--- src/rtl/comp_ctrl_sequencer.sv ---
// rtl/comp_ctrl_sequencer.sv - Avalon-MM step-table sequencer for component-control lines
//
// Purpose: owns the OUT_W control lines. When idle the lines follow the
// MANUAL register; on start they replay a programmable table of
// {value, hold} steps, each step holding its value for max(hold,1) clocks.
//
// Ports:
//   clk         in   1      clock
//   reset_n     in   1      asynchronous active-low reset
//   address     in   3      word address
//   chipselect  in   1      slave select
//   write_n     in   1      active-low write strobe
//   writedata   in   32     write data
//   readdata    out  32     combinational read data, zero wait states
//   out_port    out  OUT_W  registered control lines
//   irq         out  1      done & irq_en
//
// Register map (unused bits read 0):
//   0 MANUAL  RW [OUT_W-1:0]
//   1 CTRL    W bit0 start, bit1 abort (self-clearing); RW bit2 loop, bit3 irq_en
//   2 STATUS  R bit0 busy, bit1 done, [8+:PTR_W] cur_step; W1C bit1 done
//   3 PTR     RW table pointer
//   4 TDATA   RW {hold[31:16], value} of entry PTR; write post-increments PTR
//   5 LENGTH  RW step count, saturates at DEPTH

module comp_ctrl_sequencer #(
  parameter int OUT_W     = 3,
  parameter int DEPTH     = 8,
  parameter int CNT_W     = 16,
  parameter int RESET_VAL = 7
) (
  input  logic             clk,
  input  logic             reset_n,
  input  logic [2:0]       address,
  input  logic             chipselect,
  input  logic             write_n,
  input  logic [31:0]      writedata,
  output logic [31:0]      readdata,
  output logic [OUT_W-1:0] out_port,
  output logic             irq
);

  localparam int               PTR_W   = $clog2(DEPTH);
  localparam logic [PTR_W:0]   DEPTH_L = (PTR_W+1)'(DEPTH);
  localparam logic [OUT_W-1:0] RST_OUT = OUT_W'(RESET_VAL);

  typedef enum logic {
    S_IDLE,
    S_RUN
  } state_t;

  state_t state, state_nxt;

  logic [OUT_W-1:0] manual;
  logic             loop;
  logic             irq_en;
  logic             done;
  logic [PTR_W-1:0] ptr;
  logic [PTR_W:0]   length;
  logic [PTR_W-1:0] cur_step;
  logic [CNT_W-1:0] cnt;

  logic [OUT_W-1:0] tbl_value [DEPTH];
  logic [CNT_W-1:0] tbl_hold  [DEPTH];

  // Bus decode
  logic wr_en;
  logic start;
  logic abort;
  logic done_w1c;

  assign wr_en    = chipselect & ~write_n;
  // Abort takes priority, so a combined start+abort write never launches a run.
  assign start    = wr_en && (address == 3'd1) && writedata[0] && !writedata[1];
  assign abort    = wr_en && (address == 3'd1) && writedata[1];
  assign done_w1c = wr_en && (address == 3'd2) && writedata[1];

  // Sequencer control
  logic [PTR_W:0]   step_nxt;
  logic             last_step;
  logic             load_en;
  logic [PTR_W-1:0] load_idx;
  logic             set_done;
  logic             clr_done;

  assign step_nxt  = {1'b0, cur_step} + (PTR_W+1)'(1);
  // ">=" rather than "==" so a LENGTH shrunk mid-run still terminates.
  assign last_step = (step_nxt >= length);

  function automatic logic [CNT_W-1:0] eff_hold(input logic [CNT_W-1:0] h);
    return (h == '0) ? CNT_W'(1) : h;
  endfunction

  always_ff @(posedge clk or negedge reset_n) begin
    if (!reset_n) begin
      state <= S_IDLE;
    end else begin
      state <= state_nxt;
    end
  end

  always_comb begin
    state_nxt = state;
    load_en   = 1'b0;
    load_idx  = '0;
    set_done  = 1'b0;
    clr_done  = 1'b0;
    case (state)
      S_IDLE: begin
        if (start) begin
          if (length != '0) begin
            state_nxt = S_RUN;
            load_en   = 1'b1;
            load_idx  = '0;
            clr_done  = 1'b1;
          end else begin
            set_done  = 1'b1;
          end
        end
      end
      S_RUN: begin
        if (abort) begin
          state_nxt = S_IDLE;
        end else if (cnt == CNT_W'(1)) begin
          if (!last_step) begin
            load_en  = 1'b1;
            load_idx = step_nxt[PTR_W-1:0];
          end else if (loop) begin
            load_en  = 1'b1;
            load_idx = '0;
          end else begin
            state_nxt = S_IDLE;
            set_done  = 1'b1;
          end
        end
      end
      default: state_nxt = S_IDLE;
    endcase
  end

  // Step table: no reset, contents undefined until written.
  always_ff @(posedge clk) begin
    if (wr_en && (address == 3'd4)) begin
      tbl_value[ptr] <= writedata[OUT_W-1:0];
      tbl_hold[ptr]  <= writedata[16 +: CNT_W];
    end
  end

  always_ff @(posedge clk or negedge reset_n) begin
    if (!reset_n) begin
      manual   <= RST_OUT;
      out_port <= RST_OUT;
      loop     <= 1'b0;
      irq_en   <= 1'b0;
      done     <= 1'b0;
      ptr      <= '0;
      length   <= '0;
      cur_step <= '0;
      cnt      <= '0;
    end else begin
      if (wr_en) begin
        case (address)
          3'd0: manual <= writedata[OUT_W-1:0];
          3'd1: begin
            loop   <= writedata[2];
            irq_en <= writedata[3];
          end
          3'd3: ptr <= writedata[PTR_W-1:0];
          3'd4: ptr <= ptr + PTR_W'(1);
          3'd5: length <= (writedata > 32'(DEPTH)) ? DEPTH_L : writedata[PTR_W:0];
          default: ;
        endcase
      end

      // A completion in the same cycle as a W1C keeps done set.
      if (set_done) begin
        done <= 1'b1;
      end else if (clr_done || done_w1c) begin
        done <= 1'b0;
      end

      if (load_en) begin
        out_port <= tbl_value[load_idx];
        cnt      <= eff_hold(tbl_hold[load_idx]);
        cur_step <= load_idx;
      end else if (state_nxt == S_IDLE) begin
        out_port <= manual;
      end else begin
        cnt <= cnt - CNT_W'(1);
      end
    end
  end

  assign irq = done & irq_en;

  always_comb begin
    readdata = '0;
    case (address)
      3'd0: readdata[OUT_W-1:0] = manual;
      3'd1: begin
        readdata[2] = loop;
        readdata[3] = irq_en;
      end
      3'd2: begin
        readdata[0]          = (state == S_RUN);
        readdata[1]          = done;
        readdata[8 +: PTR_W] = cur_step;
      end
      3'd3: readdata[PTR_W-1:0] = ptr;
      3'd4: begin
        readdata[OUT_W-1:0]  = tbl_value[ptr];
        readdata[16 +: CNT_W] = tbl_hold[ptr];
      end
      3'd5: readdata[PTR_W:0] = length;
      default: ;
    endcase
  end

endmodule
--- config.mk ---
export PLATFORM = sky130hd
export DESIGN_NAME = comp_ctrl_sequencer
export DESIGN_NICKNAME = d
export VERILOG_FILES = /design/src/rtl/comp_ctrl_sequencer.sv
export SDC_FILE = /design/constraint.sdc
export NUM_CORES = 1
export LEC_CHECK = 0
export CORE_ASPECT_RATIO = 1.4
export CORE_MARGIN = 10
export CORE_UTILIZATION = 25
export DETAILED_ROUTE_END_ITERATION = 8
export PLACE_DENSITY = 0.51
export SLEW_MARGIN = 25
export SYNTH_ARGS = -nofsm -noshare
export SYNTH_HDL_FRONTEND = slang
export SYNTH_SLANG_ARGS = --single-unit
--- constraint.sdc ---
create_clock -name clk -period 5 [get_ports clk]
set_input_delay 1.5 -clock clk [delete_from_list [all_inputs] [get_ports clk]]
set_output_delay 1.5 -clock clk [all_outputs]
set_load 0.05 [all_outputs]
## Yosys cells after proc, flatten, opt, wreduce, memory -nomap -nowiden

Memories as Yosys holds them, arrays and structs flattened.
Index checks and enable logic that the tools add are counted.

- Reductions and logical operators: 19
- Add/sub/neg operators: 3
- Bitwise logic cells: 4
- Multiplexer cells: 38
- Equal/unequal tests: 7
- Magnitude comparators: 2

Operator list:

| kind | count |
|---|---|
| 2-to-1 mux 16 bit | 4 |
| > comparator 32 x 4 -> 1 bit, second input constant | 1 |
| 2-to-1 mux 1 bit | 19 |
| 2-to-1 mux 3 bit | 6 |
| equality test 16 x 1 -> 1 bit, second input constant | 1 |
| logical NOT 16 bit | 1 |
| subtractor 16 x 1 -> 16 bit, second input constant | 1 |
| case mux 3 bit (2 select lines) | 2 |
| case mux 2 bit (5 select lines) | 1 |
| case mux 1 bit (2 select lines) | 4 |
| AND reduction 2 bit | 4 |
| logical AND 1 bit | 7 |
| equality test 3 x 2 -> 1 bit, second input constant | 2 |
| equality test 3 bit, second input constant | 2 |
| nonzero test 2 bit | 3 |
| case mux 1 bit (5 select lines) | 1 |
| adder 3 x 1 -> 4 bit, second input constant | 1 |
| greater-or-equal comparator 4 bit | 1 |
| 2-to-1 mux 4 bit | 1 |
| nonzero test 4 bit | 1 |
| adder 3 x 1 -> 3 bit, second input constant | 1 |
| equality test 3 x 1 -> 1 bit, second input constant | 1 |
| logical NOT 3 bit | 1 |
| bitwise AND 1 bit | 2 |
| other kinds (4) | 5 |

- Register bits: 36
- Memories kept: 2
- Input bits: 39
- Output and inout bits: 36
- Memory bits (writable): 152
- Logic and storage cells: 85

Memories:

| name | depth | bits a word | read ports | clocked after Yosys merged registers in | wr ports | line | RTL |
|---|---|---|---|---|---|---|---|
| tbl_hold | 8 | 16 | 2 | 0 | 1 | 64 | `logic [CNT_W-1:0] tbl_hold [DEPTH];` |
| tbl_value | 8 | 3 | 2 | 0 | 1 | 63 | `logic [OUT_W-1:0] tbl_value [DEPTH];` |

## Depth between registers and ports, before layout

- Depth in word-level cells: 10
- Depth in mapped cells: 17
- Depth with buffers taken out: 13

## Worst setup path before layout

Ideal clock, no wire load.

- Kind: input port to output port
- Start point: in address[0]
- End point: out readdata[21]
- Slack: 303 ps
- Data required time: 3500 ps
- Stages on the path: 6
- Data arrival time: 3197 ps
- Path through: clkbuf_1 > nor2_1 > nand2_1 > clkbuf_1 > clkbuf_1 > a31oi_1

- Longest elaborated chain between the ends: 2

Ends and longest elaborated chain:

| what | line | RTL |
|---|---|---|
| start, declared | 34 | `input logic [2:0] address,` |
| equality test 3 bit | 198 | `case (address)` |
| 2-to-1 mux 16 bit | 198 |  |
| end, declared | 38 | `output logic [31:0] readdata,` |

Every way passes these cells.

## Final worst setup path

- Start point: in address[0]
- End point: out readdata[16]

The elaborated chain is that of the path after synthesis.

==> metrics.md <==
| Metric | Value |
|---|---|
| Sequential cell area | `approximately 5500 sq um` |
| Ys flop type | `edfxtp_1` |
| Latest clock arrival within the worst-skew pair | `0.45 ns` |
| First-pass GRT wire length | `48,500 um` |
| Critical path peak fanout | `20` |
| Worst Tran Pin Value | `0.904 ns` |
| HP Class | `reg -> reg` |
| Switch share | `33.9%` |
| Number of hold buffers added after cts | `0` |
| GRT Util Overall | `14.1%` |
| Fill cells | `3,815` |
| Top cells by count, synth | `edfxtp_1 (152), a22oi_1 (46), nand2_1 (41)` |
| Dominant cell type by area after synthesis | `edfxtp_1` |
| Max-slew headroom | `39.3%` |
| Sinks on Clock Net | `188` |
| Synthesis-stage register bit count | `188` |
| Initial antenna violation count | `0` |
| Drt first pass iters | `5` |
| Reg-to-Reg End | `cnt[0]$_DFFE_PN0P_` |
| DP HPWL | `22,800 um` |
| Cell depth of the worst flop-to-flop path | `15` |
| Leakage | `3.84 nW` |
| Vias/cell | `about 5.4` |
| Ant. Diodes | `0` |
| Synth Cell Area | `9420 sq um` |
| Hold Fails Final Rpt | `0` |
| Setup TNS | `0 ns` |
| Final nets | `901` |
| Run status | `complete, no violations` |
| DRC errors left | `0` |
| Element type at the critical path start | `input port` |
| Max Used Layer | `met4` |
| Die Y-Extent | `around 250 um` |
| DRT Wirelength | `between 30,000 and 40,000 um` |
| Overflow after GRT | `0` |
| Multi-input logic area | `3700 sq um` |
| Post-synth top area share | `just under 50%` |
| Top-count cell post-synth | `edfxtp_1` |
| Synth-to-layout area growth | `23.1%` |
| Site row count | `84` |
| Htree depth | `4` |
| Initial core utilization | `approximately a quarter` |
| RSZ-0062 raised after global routing | `no` |
| Post-route minimum period | `4.74 ns` |
| Num ports | `75` |
| Async SR Flop Fraction | `19.1%` |
| Flop pwr share | `43.8%` |
| Clk buf depth | `2` |
| Netlist cell types | `70` |
| Synth area leaders | `edfxtp_1 (48%), dfrtp_1 (8.0%), a22oi_1 (3.7%), mux2i_1 (3.2%), mux4_2 (2.6%)` |
| Die width | `between 150 and 200 um` |
| Reg-to-reg slack, setup | `1.00 ns` |
| Number of synthesized flops with an enable pin | `152` |
| CTS Buf Count | `17` |
| Ys Warns | `0` |
| Proportion of layout cells with a drive suffix above 1 | `17.3%` |
| DR WL/cell | `24.3 um` |
| Sequential area share after synthesis | `58.1%` |
| Area of the die | `46,000 sq um` |
| Max cap viols | `0` |
| Cell Pwr Density | `381 nW/um^2` |
| Placement Cell Area | `around 11,000 sq um` |
| Hold Crit Start | `irq_en$_DFFE_PN0P_` |
| Fin. max-slew vios | `0` |
| Post-Route M1 WL | `12,700 um` |
| Post-Layout Inst Area | `11,600 sq um` |
| Worst Skew | `0.00686 ns` |
| Fmax | `around 0.21 GHz` |
| Routed Antenna Nets | `0` |
| Syn Inst Count | `768` |
| Root Buffer | `clkbuf_16` |
| Worst Hold Depth | `1` |
| First DRT Iteration DRCs | `644` |
| Setup-failing EPs final | `0` |
| Post-CTS Setup Inserts | `0` |
| Worst setup path class | `in -> out` |
| Placer congestion estimate | `0.908` |
| Hold Path Sink | `irq_en$_DFFE_PN0P_` |
| Met3 wire length | `2170 um` |
| P_sw | `around 1.5 mW` |
| Post-cts sizing count | `0` |
| Avg Cell Area, Syn | `12.3 sq um` |
| Largest net degree at the start of global routing | `38` |
| Worst EP arrival | `3.24 ns` |
| Vias in the first global route | `approximately 7,400` |
| Vias | `7,277` |
| Worst reg2reg startpoint | `cur_step[1]$_DFFE_PN0P_` |
| Reg clk slew, reported paths | `0.07 ns` |
| Clock network power share | `27.6%` |
| Core Area | `37,400 sq um` |
| Crit end category | `output port` |
| Combinational share of power | `28.6%` |
| IO Port Bufs | `between 60 and 70` |
| Max IR drop VDD | `0.252 mV` |
| Internal power | `2.92 mW` |
| Final period util | `94.8%` |
| TritonCTS clock tree | `done` |
| DR WL met2 | `16,700 um` |
| WP data required | `roughly 3.5 ns` |
==> critical path, stage by stage <==
cell             delay [ns]
clkdlybuf4s50_1        0.46
buf_4                  0.20
nor2_1                 0.14
nand2_1                0.11
buf_12                 0.17
a31oi_1                0.30
buf_4                  0.19
buf_12                 0.13
==> power groups by stage <==
stage | sequential, mW | combinational [mW] | clock [mW]
6_report | 1.94 | 1.26 | 1.22
5_1_grt | 1.96 | 1.35 | 1.32
4_1_cts | 1.93 | 1.26 | 1.25
3_5_place_dp | 1.96 | 1.25 | 0
3_3_place_gp | 1.97 | 1.25 | 0
2_1_floorplan | 1.94 | 0.784 | 0
==> sequential cells by signal, indices dropped and copies added (netlist names) <==
name       count
tbl_hold     128
tbl_value     24
cnt           16
length         4
cur_step       3
manual         3
out_port       3
ptr            3
done           1
irq_en         1
loop           1
state          1
==> layer usage <==
metal | vias up | global-route usage (%)
li1 | 3234 | -
met1 | 3691 | 16.2
met2 | 297 | 24.3
met3 | 55 | 3.26
met4 | 0 | 6.13
met5 | - | 0
==> cell usage in the layout (no fill, tap or decap), drive strengths merged, types with 7 or more instances in the layout <==
cell	count
a21oi	39
a221oi	19
a22o	24
a22oi	46
a31oi	20
and2	8
and3	17
buf	75
clkbuf	21
clkdlybuf4s50	41
clkinv	7
conb	9
dfrtp	30
edfxtp	152
ha	8
inv	13
mux2	13
mux2i	30
mux4	11
nand2	41
nand2b	11
nand3	18
nor2	39
nor3	16
nor4	14
o21ai	35
o22ai	14
or3	7
==> cell families after synthesis <==
logic type / share of synthesized area [%]
AOI/OAI and AO/OA: 18.6
xor gates and xnor gates: 0.0930
adders and majority gates: 1.06
buffers and inverters: 3.32
DFF: 58.1
muxes: 7.37
other: 0.0398
and+or+nand+nor: 11.5
==> final cells by class <==
cell class / count / area share (%)
Multi-Input combinational cell: 519 / 31.9
Clock inverter: 11 / 0.615
Clock buffer: 21 / 3.80
Inverter: 12 / 0.388
Tap cell: 473 / 5.10
Timing Repair Buffer: 116 / 11.1
Sequential cell: 188 / 47.2
==> how the worst max path moves through the flow <==
| stage | start | slack (ns) | endpoint | depth (start not counted) |
|---|---|---|---|---|
| floorplan | address[0] | 0.30 | readdata[21] | 6 |
| global route | address[0] | 0.18 | readdata[23] | 8 |
| detailed placement | chipselect | 0.23 | cnt[0]$_DFFE_PN0P_ | 11 |
| finish | address[0] | 0.26 | readdata[16] | 8 |
| CTS | address[0] | 0.24 | readdata[23] | 8 |
| global placement | address[0] | 0.22 | readdata[23] | 8 |
==> per-stage QoR <==
stage / total power [mW] / std cells / setup slack [ns] / hold WS (ns) / util (%)
finish: 4.42 / 1340 / 0.260 / 0.531 / 31.0
global route: 4.62 / 1340 / 0.180 / 0.558 / 31.0
CTS: 4.44 / 1340 / 0.243 / 0.537 / 31.0
detailed placement: 3.22 / 1308 / 0.227 / 0.521 / 29.6
global placement: 3.22 / 1308 / 0.225 / 0.512 / 29.6
floorplan: 2.72 / 776 / 0.303 / 0.479 / -
No activity file was read; power rests on OpenSTA's default activity.
